===== src/rtl/mystic_boot_loader.sv =====
// mystic_boot_loader: UART download framer (A5 5A, 24-bit LE length, payload, 8-bit sum) feeding the loader write port; ports: clk_i/rst_i, rx_valid_i/rx_data_i/rx_err_i in, uart_mem_dout/addr/we, disable_core_n, boot_done_o, boot_err_o out
module mystic_boot_loader #(
  parameter int ADDR_W = 18,
  parameter int MEM_DEPTH = 262144,
  parameter logic [7:0] SYNC0 = 8'hA5,
  parameter logic [7:0] SYNC1 = 8'h5A,
  parameter int TIMEOUT_CYCLES = 1000000
) (
  input  logic              clk_i,
  input  logic              rst_i,
  input  logic              rx_valid_i,
  input  logic [7:0]        rx_data_i,
  input  logic              rx_err_i,
  output logic [7:0]        uart_mem_dout,
  output logic [ADDR_W-1:0] uart_mem_addr,
  output logic              uart_mem_we,
  output logic              disable_core_n,
  output logic              boot_done_o,
  output logic              boot_err_o
);
  localparam int TW = $clog2(TIMEOUT_CYCLES + 1);
  typedef enum logic [2:0] {IDLE, SYNC, LEN0, LEN1, LEN2, DATA, CSUM} state_t;
  state_t state;
  logic [23:0] len, remaining, full_len;
  logic [ADDR_W-1:0] addr;
  logic [7:0] sum;
  logic [TW-1:0] idle_cnt;
  logic active, tmo;
  assign active = (state != IDLE) && (state != SYNC);
  assign tmo = active && !rx_valid_i && (idle_cnt == TW'(TIMEOUT_CYCLES - 1));
  assign full_len = {rx_data_i, len[15:0]};
  always_ff @(posedge clk_i or posedge rst_i) begin
    if (rst_i) begin
      state <= IDLE;
      len <= '0;
      remaining <= '0;
      addr <= '0;
      sum <= '0;
      idle_cnt <= '0;
      uart_mem_dout <= '0;
      uart_mem_addr <= '0;
      uart_mem_we <= 1'b0;
      disable_core_n <= 1'b1;
      boot_done_o <= 1'b0;
      boot_err_o <= 1'b0;
    end else begin
      uart_mem_we <= 1'b0;
      idle_cnt <= (active && !rx_valid_i) ? idle_cnt + 1'b1 : '0;
      // receiver errors and timeouts inside a frame abort it; the core stays held
      if (active && (rx_err_i || tmo)) begin
        boot_err_o <= 1'b1;
        state <= IDLE;
      end else if (rx_err_i) begin
        state <= IDLE;
      end else if (rx_valid_i) begin
        case (state)
          IDLE: state <= (rx_data_i == SYNC0) ? SYNC : IDLE;
          SYNC: begin
            if (rx_data_i == SYNC1) begin
              state <= LEN0;
              disable_core_n <= 1'b0;
              boot_done_o <= 1'b0;
              boot_err_o <= 1'b0;
              addr <= '0;
              sum <= '0;
            end else begin
              state <= (rx_data_i == SYNC0) ? SYNC : IDLE;
            end
          end
          LEN0: begin
            len[7:0] <= rx_data_i;
            state <= LEN1;
          end
          LEN1: begin
            len[15:8] <= rx_data_i;
            state <= LEN2;
          end
          LEN2: begin
            len[23:16] <= rx_data_i;
            remaining <= full_len;
            if ({8'd0, full_len} > 32'(MEM_DEPTH)) begin
              boot_err_o <= 1'b1;
              state <= IDLE;
            end else begin
              state <= (full_len == '0) ? CSUM : DATA;
            end
          end
          DATA: begin
            uart_mem_we <= 1'b1;
            uart_mem_dout <= rx_data_i;
            uart_mem_addr <= addr;
            addr <= addr + 1'b1;
            sum <= sum + rx_data_i;
            remaining <= remaining - 24'd1;
            state <= (remaining == 24'd1) ? CSUM : DATA;
          end
          CSUM: begin
            if (rx_data_i == sum) begin
              disable_core_n <= 1'b1;
              boot_done_o <= 1'b1;
            end else begin
              boot_err_o <= 1'b1;
            end
            state <= IDLE;
          end
          default: state <= IDLE;
        endcase
      end
    end
  end
endmodule


===== config.mk =====
export PLATFORM = sky130hd
export DESIGN_NAME = mystic_boot_loader
export DESIGN_NICKNAME = d
export VERILOG_FILES = /design/src/rtl/mystic_boot_loader.sv
export SDC_FILE = /design/constraint.sdc
export NUM_CORES = 1
export LEC_CHECK = 0
export CAP_MARGIN = 0
export CORE_MARGIN = 1
export CORE_UTILIZATION = 64
export CTS_CLUSTER_DIAMETER = 80
export DETAILED_ROUTE_END_ITERATION = 8
export HOLD_SLACK_MARGIN = 0.03
export PLACE_DENSITY = 0.94
export SLEW_MARGIN = 40
export SYNTH_ARGS = -nofsm -noshare
export SYNTH_HDL_FRONTEND = slang
export SYNTH_SLANG_ARGS = --single-unit

===== constraint.sdc =====
create_clock -name clk_i -period 11.5 [get_ports clk_i]
set_input_delay 2.3 -clock clk_i [delete_from_list [all_inputs] [get_ports clk_i]]
set_output_delay 2.3 -clock clk_i [all_outputs]
set_load 0.005 [all_outputs]

After elaboration in Yosys (flattened, before gate mapping)
Index checks and enable logic that the tools add are counted.
{"block": "word_totals", "elab_cells": 88, "n_memories": 0, "rom_bits": 0, "mem_bits_rw": 0, "regBits": 119, "output_inout_bits": 30, "inputBits": 12, "latch_bits": 0}
{"block": "op_classes", "mux": 28, "add_sub_neg": 4, "order_cmp": 1, "n_eq_ne": 18, "div": 0, "reduce_logical": 22, "bitwise": 2, "n_shift": 0, "mul": 0}
{"op": "$pmux W24 S2", "count": 1}
{"op": "$pmux W18 S2", "count": 1}
{"op": "$eq A24 B1 Y1 const B", "count": 1}
{"op": "$gt A24 B19 Y1 const B", "count": 1}
{"op": "$logic_not A24 Y1", "count": 1}
{"op": "$sub A24 B1 Y24 const B", "count": 1}
{"op": "$add A20 B1 Y20 const B", "count": 1}
{"op": "$eq A20 B20 Y1 const B", "count": 1}
{"op": "$mux W20", "count": 1}
{"op": "$add A18 B1 Y18 const B", "count": 1}
{"op": "$mux W18", "count": 1}
{"op": "$pmux W3 S6", "count": 1}
{"op": "$pmux W8 S2", "count": 1}
{"op": "$reduce_and A4 Y1", "count": 4}
{"op": "$mux W1", "count": 12}
{"op": "$mux W3", "count": 4}
{"op": "$reduce_and A6 Y1", "count": 2}
{"op": "$eq A3 B3 Y1 const B", "count": 3}
{"op": "$ne A3 B3 Y1 const B", "count": 3}
{"op": "$add A8 B8 Y8", "count": 1}
{"op": "$eq A8 B7 Y1 const B", "count": 1}
{"op": "$eq A8 B8 Y1", "count": 1}
{"op": "$eq A8 B8 Y1 const B", "count": 1}
{"op": "$mux W8", "count": 1}
{"op": "other kinds (17)", "count": 29}

Logic depth before layout (Yosys ltp)
Gate-level depths: netlist of run 1.
{"block": "depth", "depth_word": 8, "depth_mapped": 8, "ltp_nobuf": 7}

Least setup slack after synthesis of run 1
Ideal clock, no wire load.
{"block": "synth_timing", "path_kind": "in2reg", "startpoint": "in rx_data_i[0]", "endpoint": "reg sum[6]", "path_buffers": 0, "path_slack_ns": 7.803, "t_arrival_ns": 3.561, "t_required_ns": 11.364, "stages": 7, "cell_sequence": "ha_1 -> fa_1 -> a21o_1 -> a21oi_1 -> o21ai_0 -> xnor2_1 -> o21ai_0"}
{"block": "synth_via", "elab_chain_len": 3}
{"item": "start, declared", "line_no": "12", "text": "input logic [7:0] rx_data_i,"}
{"item": "branches (longest 3 deep; another with $add A8 B8 Y8)"}
{"item": "end signal, assigned", "line_no": "93", "text": "sum <= sum + rx_data_i;"}
{"item": "end, declared", "line_no": "26", "text": "logic [7:0] sum;"}
Parallel ways; which one is timed is not known.
A chain may end at the register's enable or synchronous reset.

Worst setup path in the final report of run 1
{"block": "layout_timing", "startpoint": "in rx_data_i[6]", "endpoint": "reg addr[4]"}
{"block": "layout_via", "elab_chain_len": 3}
{"item": "$eq A8 B7 Y1", "line_no": "59", "text": "if (rx_data_i == SYNC1) begin"}
{"item": "$ne A2 B2 Y1 (no line)"}
{"item": "$reduce_and A5 Y1 (no line)"}
{"item": "end signal, assigned", "line_no": "92", "text": "addr <= addr + 1'b1;"}
{"item": "end, declared", "line_no": "25", "text": "logic [ADDR_W-1:0] addr;"}
Every way passes these cells.

==> flow_summary.yaml, run 1 <==
status:
  status: "finished clean"
power_and_ir_drop:
  vdd_drop_max_mv: 0.0920
  power_leakage_nw: 3.17
  p_per_area_nw_per_um2: 134
clocking:
  clk_latency_ps: 520
  numClockSinks: 119
  cts_hold_buf: 0
  cts_resized: 0
  cts-root-buf: "clkbuf_8"
  postCtsSetupBuffers: 0
  clockBufferDepth: 2
  clk_pin_slew_ps: 60
  cts_tree: "built"
  htreeDepth: 4
  cts_buffers: 17
logic_synthesis:
  synthesis.instances: 681
  synth-edff-count: 0
  synthTopCellsByArea: "dfrtp_1, nand2_1, o21ai_0"
  synth_area_um2: 6190
  ys_seq_elements: 119
  synth_most_common_cell: "nand2_1"
  synth_common_cells: "nand2_1, dfrtp_1, o21ai_0"
  synth_nets: 705
  ys_seq_area_share_pct: 48.1
  synthFlopType: "dfrtp_1"
  syn_avg_cell_area_um2: 9.09
  yosysWarnings: 0
  yosysTopAreaCellShare_pct: 47.7
  synth_cell_types: 62
  synthArstFlopShare_pct: 100
  synth_top_area_cell: "dfrtp_1"
worst_setup_path:
  crit_fanout: 30
  start_kind: "input port"
  path_class: "input port to flip-flop"
  cp_data_required_time_ps: 11880
  arrival_ps: 4740
  endpoint_kind: "flip-flop"
timing:
  holdWs_ps: 472
  slew_headroom_pct: 45.3
  finalCriticalPeriod_ps: 4360
  worst_slew_pin_slew_ps: 821
  setup_viol: 0
  hold_viol: 0
  report.final.slew_viol_count: 0
  rsz0062_at_grt: "no"
  finalSetupTns_ps: 0
  max_freq_ghz: 0.229
  fin_crit_sh_pct: 37.9
  fin_worst_skew_ps: 6.77
die:
  io_pins: 42
  fp-row-count: 35
  coreArea_um2: 9280
  dieArea_um2: 10100
  fp.dieW_um: 100
  initial_core_util_pct: 66.7
  chipHeight_um: 100
job:
  cap_violations: 0
detailed_routing:
  firstDrtPassIters: 6
  drc: 0
  vias_per_cell: 6.70
  wl_per_cell_um: 19.2
  drt-initial-drc-count: 759
  wirelength_mm: 16.4
  ant_nets: 0
  vias: 5726
finish:
  syn_to_final_growth_pct: 17.4
  drive_gt1_share_pct: 9.38
  antennaDiodeCount: 0
  finalNetCount: 736
place:
  numPortBuffers: 41
  place.gp.congestion: 0.928
  dp_hpwl_mm: 10.0
grt:
  grt_start_max_net_pins: 69
  grt_antenna_before_repair: 0
  first_global_vias: 5579
  grt_util_all_layers_pct: 35.2
  grt_pass1_wl_mm: 27.3
  overflow: 0
worst_hold_path:
  min_path_type: "flip-flop to flip-flop"
## state kept, by name (all words and copies together) (netlist names), 3 cells and up
| name | flops |
|---|---|
| len | 16 |
| remaining | 24 |
| uart_mem_addr | 18 |
| idle_cnt | 20 |
| sum | 8 |
| state | 3 |
| uart_mem_dout | 8 |
| addr | 18 |
## cells by family (layout without fill, tap and decap cells)
group | after synthesis | count (layout) | synth area share [%]
multiplexers | 19 | 19 | 3.44
XOR/XNOR | 21 | 21 | 2.97
adder cells (fa/ha/maj) | 12 | 12 | 2.55
flip-flops | 119 | 119 | 48.1
AND/OR/NAND/NOR | 293 | 293 | 23.4
AO/OA/AOI/OAI | 169 | 169 | 16.4
buffers and inverters | 48 | 92 | 3.07
## where the power goes
| part | internal (mW) | total (mW) | switching [mW] |
|---|---|---|---|
| clock network | 0.334 | 0.524 | 0.190 |
| registers | 0.419 | 0.419 | 0.000236 |
| logic | 0.00794 | 0.0265 | 0.0186 |
## critical path, cell delays in order
cell	delay [ps]
clkdlybuf4s50_1	730
nor4bb_1	690
a21o_1	260
nand2_2	330
o21ai_0	290
o21ai_0	140
## routing by layer
metal  track usage (%)  part of all wire (%)  up-vias
met5                 0                     0        -
met4              18.2                   4.0        0
met3              7.45                   8.9       78
met2              56.8                    48      371
met1              45.0                    39     2754
li1                  -                     -     2523
## path summary, 6_finish.rpt
kind                            cells past startpoint                    startpoint  slack, ps                      endpoint
max in group asynchronous                           3                         rst_i       8160           addr[3]$_DFFE_PP0P_
worst max-delay path                                6                  rx_data_i[6]       7140           addr[4]$_DFFE_PP0P_
min in group asynchronous                           2                         rst_i       2240         idle_cnt[1]$_DFF_PP0_
worst min register to register                      2  uart_mem_addr[5]$_DFFE_PP0P_        470  uart_mem_addr[5]$_DFFE_PP0P_
worst max register to register                      5          state[2]$_DFFE_PP0P_       8780       boot_done_o$_DFFE_PP0P_
worst min-delay path                                2  uart_mem_addr[5]$_DFFE_PP0P_        470  uart_mem_addr[5]$_DFFE_PP0P_
## layout by cell type (no fill, tap or decap), types with 5 or more instances in the layout
master and count:
clkdlybuf4s50_1 41, inv_1 13, nand2_1 120, dfrtp_1 118, o21ai_0 71, a31oi_1 12, nor3_1 20, nand4_1 10
and2_1 9, a21o_1 5, clkinv_2 5, and3_1 6, ha_1 11, nor2b_1 6, a21oi_1 38, nand3_1 24
or3_1 5, clkbuf_16 16, a22oi_1 5, o32ai_1 5, xor2_1 7, xnor2_1 14, nor2_1 47, mux2_2 18
nor4_1 13
## through the flow
stage	power, mW	instances	utilization, %	instance area (µm²)	worst slack (ps)
after floorplan	0.440	681	-	6190	6040
after global placement	0.451	822	71.8	6660	6740
after detailed placement	0.452	822	71.9	6670	6540
after CTS	0.969	854	78.2	7260	6970
after global routing	0.993	854	78.2	7260	7050
final	0.970	854	78.2	7260	7140
## area by class of cell
class,count,area (µm²)
Clock inverter,13,155
Timing Repair Buffer,45,440
Multi-Input combinational cell,514,3040
Tap cell,129,161
Sequential cell,119,2980
Fill cell,568,2020
Inverter,15,61.3
Clock buffer,19,432
No activity file was read; power rests on OpenSTA's default activity.
==> run 2: changes to the inputs <==
--- a/config.mk
+++ b/config.mk
@@ -7,11 +7,11 @@
 export LEC_CHECK = 0
 export CAP_MARGIN = 0
 export CORE_MARGIN = 1
-export CORE_UTILIZATION = 64
+export CORE_UTILIZATION = 59
 export CTS_CLUSTER_DIAMETER = 80
 export DETAILED_ROUTE_END_ITERATION = 8
 export HOLD_SLACK_MARGIN = 0.03
-export PLACE_DENSITY = 0.94
+export PLACE_DENSITY = 0.88
 export SLEW_MARGIN = 40
 export SYNTH_ARGS = -nofsm -noshare
 export SYNTH_HDL_FRONTEND = slang
==> constraint.sdc (replaced) <==
create_clock -name clk_i -period 4.45 [get_ports clk_i]
set_input_delay 0.89 -clock clk_i [delete_from_list [all_inputs] [get_ports clk_i]]
set_output_delay 0.89 -clock clk_i [all_outputs]
set_load 0.005 [all_outputs]
==> run 2 against run 1 <==
Net effect: die area up 8.3%; count of clock-buffer cells in the layout shrank 2; core utilization fell by 6.8 points.
==> flow_summary.yaml, run 2 (same netlist as run 1, synthesis figures left out) <==
power_and_ir_drop:
  power.total_mw: 2.56
  p_int_mw: 1.97
  pwr-share-seq_pct: 42.2
  power_leakage_nw: 3.19
  p_sw_mw: 0.593
  vdd_drop_max_mv: 0.208
  swShare_pct: 23.1
  p_per_area_nw_per_um2: 351
  comb_power_share_pct: 2.7
  clock_power_share_pct: 55.1
clocking:
  cts_buffers: 17
  clockBufferDepth: 2
  postCtsSetupBuffers: 0
  numClockSinks: 119
  cts_tree: "built"
  clk_latency_ps: 530
  cts_resized: 0
  cts_hold_buf: 0
  clk_pin_slew_ps: 70
  htreeDepth: 4
  cts-root-buf: "clkbuf_8"
worst_hold_path:
  min-delay-start: "uart_mem_addr[13]$_DFFE_PP0P_"
  worstHoldEndpoint: "uart_mem_addr[13]$_DFFE_PP0P_"
  min_path_cells: 2
  min_path_type: "flip-flop to flip-flop"
worst_setup_path:
  start_kind: "input port"
  cp_common_cell: "o21ai_0"
  r2r-end: "boot_done_o$_DFFE_PP0P_"
  cpPeakStageDelay_ps: 670
  crit_path_top_delay_cell: "clkdlybuf4s50_1"
  path_buf_inv: 1
  reg2reg_slack_ps: 1770
  cp_data_required_time_ps: 4850
  endpoint_kind: "flip-flop"
  cp_cell_sequence: "clkdlybuf4s50_1 > nor4bb_1 > a21o_1 > nand2_2 > o21ai_0 > o21ai_0"
  cp_top_family: "simple AND/OR/NAND/NOR gates"
  ff2ff_path_depth: 5
  arrival_ps: 3280
  path_class: "input port to flip-flop"
  crit_fanout: 30
  reg2reg_from: "state[2]$_DFFE_PP0P_"
finish:
  regArea_um2: 2980
  largest_register: "remaining"
  final_cells: 862
  layout_commonest_cell: "nand2_1"
  final_cell_mix: "nand2_1, dfrtp_1, o21ai_0, nor2_1, clkdlybuf4s50_1"
  fillers: 706
  largest_reg_flops: 24
  multi_input_comb_area_um2: 3040
  antennaDiodeCount: 0
  drive_gt1_share_pct: 9.64
  largest_registers: "remaining x24, idle_cnt x20"
  finalNetCount: 737
  syn_to_final_growth_pct: 18.2
  final_core_util_pct: 71.5
  finalInstanceArea_um2: 7310
timing:
  rsz0062_at_grt: "no"
  max_freq_ghz: 0.347
  hold_viol: 0
  setup_viol: 0
  slew_headroom_pct: 46.6
  report.final.slew_viol_count: 0
  holdWs_ps: 473
  finalCriticalPeriod_ps: 2880
  worst_slew_pin_slew_ps: 801
  fin_crit_sh_pct: 64.7
  fin_ws_ps: 1570
  fin_worst_skew_ps: 11.0
  finalSetupTns_ps: 0
detailed_routing:
  drt-initial-drc-count: 606
  drt-met1-wl_mm: 6.29
  met2_length_mm: 7.74
  dr_wl_met3_mm: 1.28
  drc: 0
  wirelength_mm: 15.9
  firstDrtPassIters: 5
  vias: 5621
  ant_nets: 0
  wl_per_cell_um: 18.4
  vias_per_cell: 6.52
  top_layer_used: "met4"
place:
  dp_hpwl_mm: 10.2
  place.gp.congestion: 0.921
  numPortBuffers: 41
  pre_cts_ws_ps: 893
  place_area_um2: 6700
  placed_cells: 830
job:
  cap_violations: 0
grt:
  grt_antenna_before_repair: 0
  overflow: 0
  grt_start_max_net_pins: 73
  grt_pass1_wl_mm: 26.3
  grt_util_all_layers_pct: 30.5
  first_global_vias: 5412
die:
  initial_core_util_pct: 60.5
  fp-row-count: 37
  chipHeight_um: 104
  fp.dieW_um: 104
  io_pins: 42
  coreArea_um2: 10200
  dieArea_um2: 10900
status:
  status: "finished clean"
## run 2: power by group through the flow
stage                     Sequential (mW)  Clock, mW  Combinational (mW)
after floorplan                      1.10          0              0.0345
after global placement               1.10          0              0.0656
after detailed placement             1.10          0              0.0682
after CTS                            1.08       1.42              0.0690
after global routing                 1.08       1.46              0.0758
final                                1.08       1.41              0.0688
## run 2: cell type report
cell class	count	share of cell area, %
multi-input combinational	514	41.6
sequential	119	40.7
timing repair buffer	46	6.29
clock buffer	17	5.66
clock inverter	15	2.58
tap	136	2.33
inverter	15	0.838
## run 2: worst max path at each step
stage               cells after the start    startpoint                    to
finish                                  6  rx_data_i[2]   addr[4]$_DFFE_PP0P_
global route                            6  rx_data_i[7]   addr[4]$_DFFE_PP0P_
CTS                                     6  rx_data_i[2]  addr[13]$_DFFE_PP0P_
detailed placement                      6  rx_data_i[7]   addr[8]$_DFFE_PP0P_
global placement                        6  rx_data_i[4]  addr[12]$_DFFE_PP0P_
floorplan                               1         rst_i   addr[0]$_DFFE_PP0P_
## run 2: routing by layer
metal | track usage (%) | up-vias
met3 | 6.27 | 71
met4 | 16.4 | 0
met2 | 48.0 | 316
met5 | 0 | -
met1 | 39.8 | 2718
li1 | - | 2516
## run 2: worst register-to-register path, stage by stage, from the launching register on
cell and delay [ps]:
dfrtp_1 860, inv_1 590, nor2_1 420, nand4_1 190
a21o_1 230, mux2_2 280
==> variant (settings of run 1) <==
`TIMEOUT_CYCLES`: 1000000 -> 250000.
--- a/src/rtl/mystic_boot_loader.sv
+++ b/src/rtl/mystic_boot_loader.sv
@@ -4,7 +4,7 @@
   parameter int MEM_DEPTH = 262144,
   parameter logic [7:0] SYNC0 = 8'hA5,
   parameter logic [7:0] SYNC1 = 8'h5A,
-  parameter int TIMEOUT_CYCLES = 1000000
+  parameter int TIMEOUT_CYCLES = 250000
 ) (
   input  logic              clk_i,
   input  logic              rst_i,
Check against the original RTL: same outputs for any inputs over 4 cycles, from zero or initial values and one cycle with rst_i high; that may be too few to reach the edited logic, so the function may still have changed.
==> variant against run 1 <==
- total power down 1.4%
- die area down 4.8%
- critical endpoint is now addr[16]
- combinational power up 21%
- cell area down 4.2%
- sequential cell count down 2
- largest power group unchanged
- register-to-register slack better by 0.03 ns
- the run now ends with design-rule violations left
- worst setup slack worse by 0.27 ns
- synthesized cell count down 12%
- routed wire length up 7.1%
- first-iteration DRC count down 2.4%
- area after synthesis down 4.9%
==> variant: results (changes against run 1) <==
metric	value	unit	change
yosys.cell_types.count	58		was 62
ys_top_cells_by_area	dfrtp_1, nor2_1, nand2_1		was dfrtp_1, nand2_1, o21ai_0
grt_pass1_vias	5521		was 5,579
finalCritPeriodShare	40.2	%	was 37.9%
stdcell_count	757		was 854
failed_checks	design-rule violations		
grtUsageMet1	49.0	%	was 45.0%
reg2reg_from	remaining[0]		was state[2]
grt_max_degree	79		was 69
avgRoutedWirePerCell	23.2	um	was 19.2 um
drive_gt1_share	10.6	%	was 9.38%
synthTopCellsByCount	dfrtp_1, nor2_1, nand2_1		was nand2_1, dfrtp_1, o21ai_0
clock_skew	0.0101	ns	was 0.00677 ns
use_met3	8.59	%	was 7.45%
critPathLaunch	rx_data_i[2]		was rx_data_i[6]
firstDrtPassIters	9		was 6
place_congestion	0.852		was 0.928
r2r-end	remaining[20]		was boot_done_o
grt_pass1_wl	29100	um	was 27,300 um
met2_usage	62.7	%	was 56.8%
worstRegToRegCells	7		was 5
syn-num-nets	620		was 705
dr.first_iter.drc_count	741		was 759
leakagePower	3.14	nW	was 3.17 nW
combinationalPowerShare	3.3	%	was 2.7%
die-area	9590	sq um	was 10,100 sq um
place_ws	6.59	ns	was 6.54 ns
crit_arrival	5.05	ns	was 4.74 ns
r2r_slack	8.81	ns	was 8.78 ns
fillCellCount	419		was 568
intPower	0.724	mW	was 0.761 mW
synthCells	596		was 681
status	finished, violations left		was finished clean
drc	1		was 0
peakVddDrop	137	uV	was 92.0 uV
worstMarginPinSlew	0.792	ns	was 0.821 ns
vias	5411		was 5,726
num-nets-final	660		was 736
## variant: cell types whose count changed after synthesis, moves of 9 or more
cell     delta
a31oi_1     -9
o21ai_0    -44
nand2_1    -61
o21ai_1    +16
mux2_1     +20
and2_1      -9
xor2_1     +15
nor2_1     +18
## variant: routing by layer
| metal | vias to the layer above | part of all wire (%) |
|---|---|---|
| met5 | - | 0 |
| met4 | 0 | 5.7 |
| met3 | 125 | 9.3 |
| met2 | 450 | 48 |
| met1 | 2598 | 37 |
| li1 | 2238 | - |
## variant: layout make-up
type	instances	area [sq um]	share of cell area, %
multi-input cells	443	2830	40.7
clock inverters	13	126	1.82
repair buffers	47	459	6.60
clock buffers	19	442	6.34
flip-flops and latches	117	2930	42.1
inverters	10	40.0	0.575
well taps	108	135	1.94
## variant: worst min path at each step
| stage | start | to | slack (ns) | depth (start not counted) |
|---|---|---|---|---|
| after detailed placement | idle_cnt[0] | idle_cnt[0] | 0.47 | 1 |
| after global placement | idle_cnt[0] | idle_cnt[0] | 0.44 | 1 |
| after CTS | idle_cnt[0] | idle_cnt[0] | 0.49 | 1 |
| final | idle_cnt[0] | idle_cnt[0] | 0.50 | 1 |
| after global routing | uart_mem_addr[0] | uart_mem_addr[0] | 0.51 | 1 |
| after floorplan | idle_cnt[0] | idle_cnt[0] | 0.43 | 1 |
## variant: cells by family after synthesis
group | count (synthesis) | share of synthesized area, %
buffers and inverters | 36 | 2.32
multiplexers | 40 | 7.65
flip-flops | 117 | 49.7
AND/OR/NAND/NOR | 232 | 19.7
XOR/XNOR | 33 | 4.91
AO/OA/AOI/OAI | 126 | 13.0
adder cells (fa/ha/maj) | 12 | 2.68
## variant: critical path: stages
cell	delay (ns)
clkdlybuf4s50_1	0.65
and4bb_2	0.44
a41oi_1	0.23
or4b_1	0.76
or3_1	0.44
a21oi_1	0.22
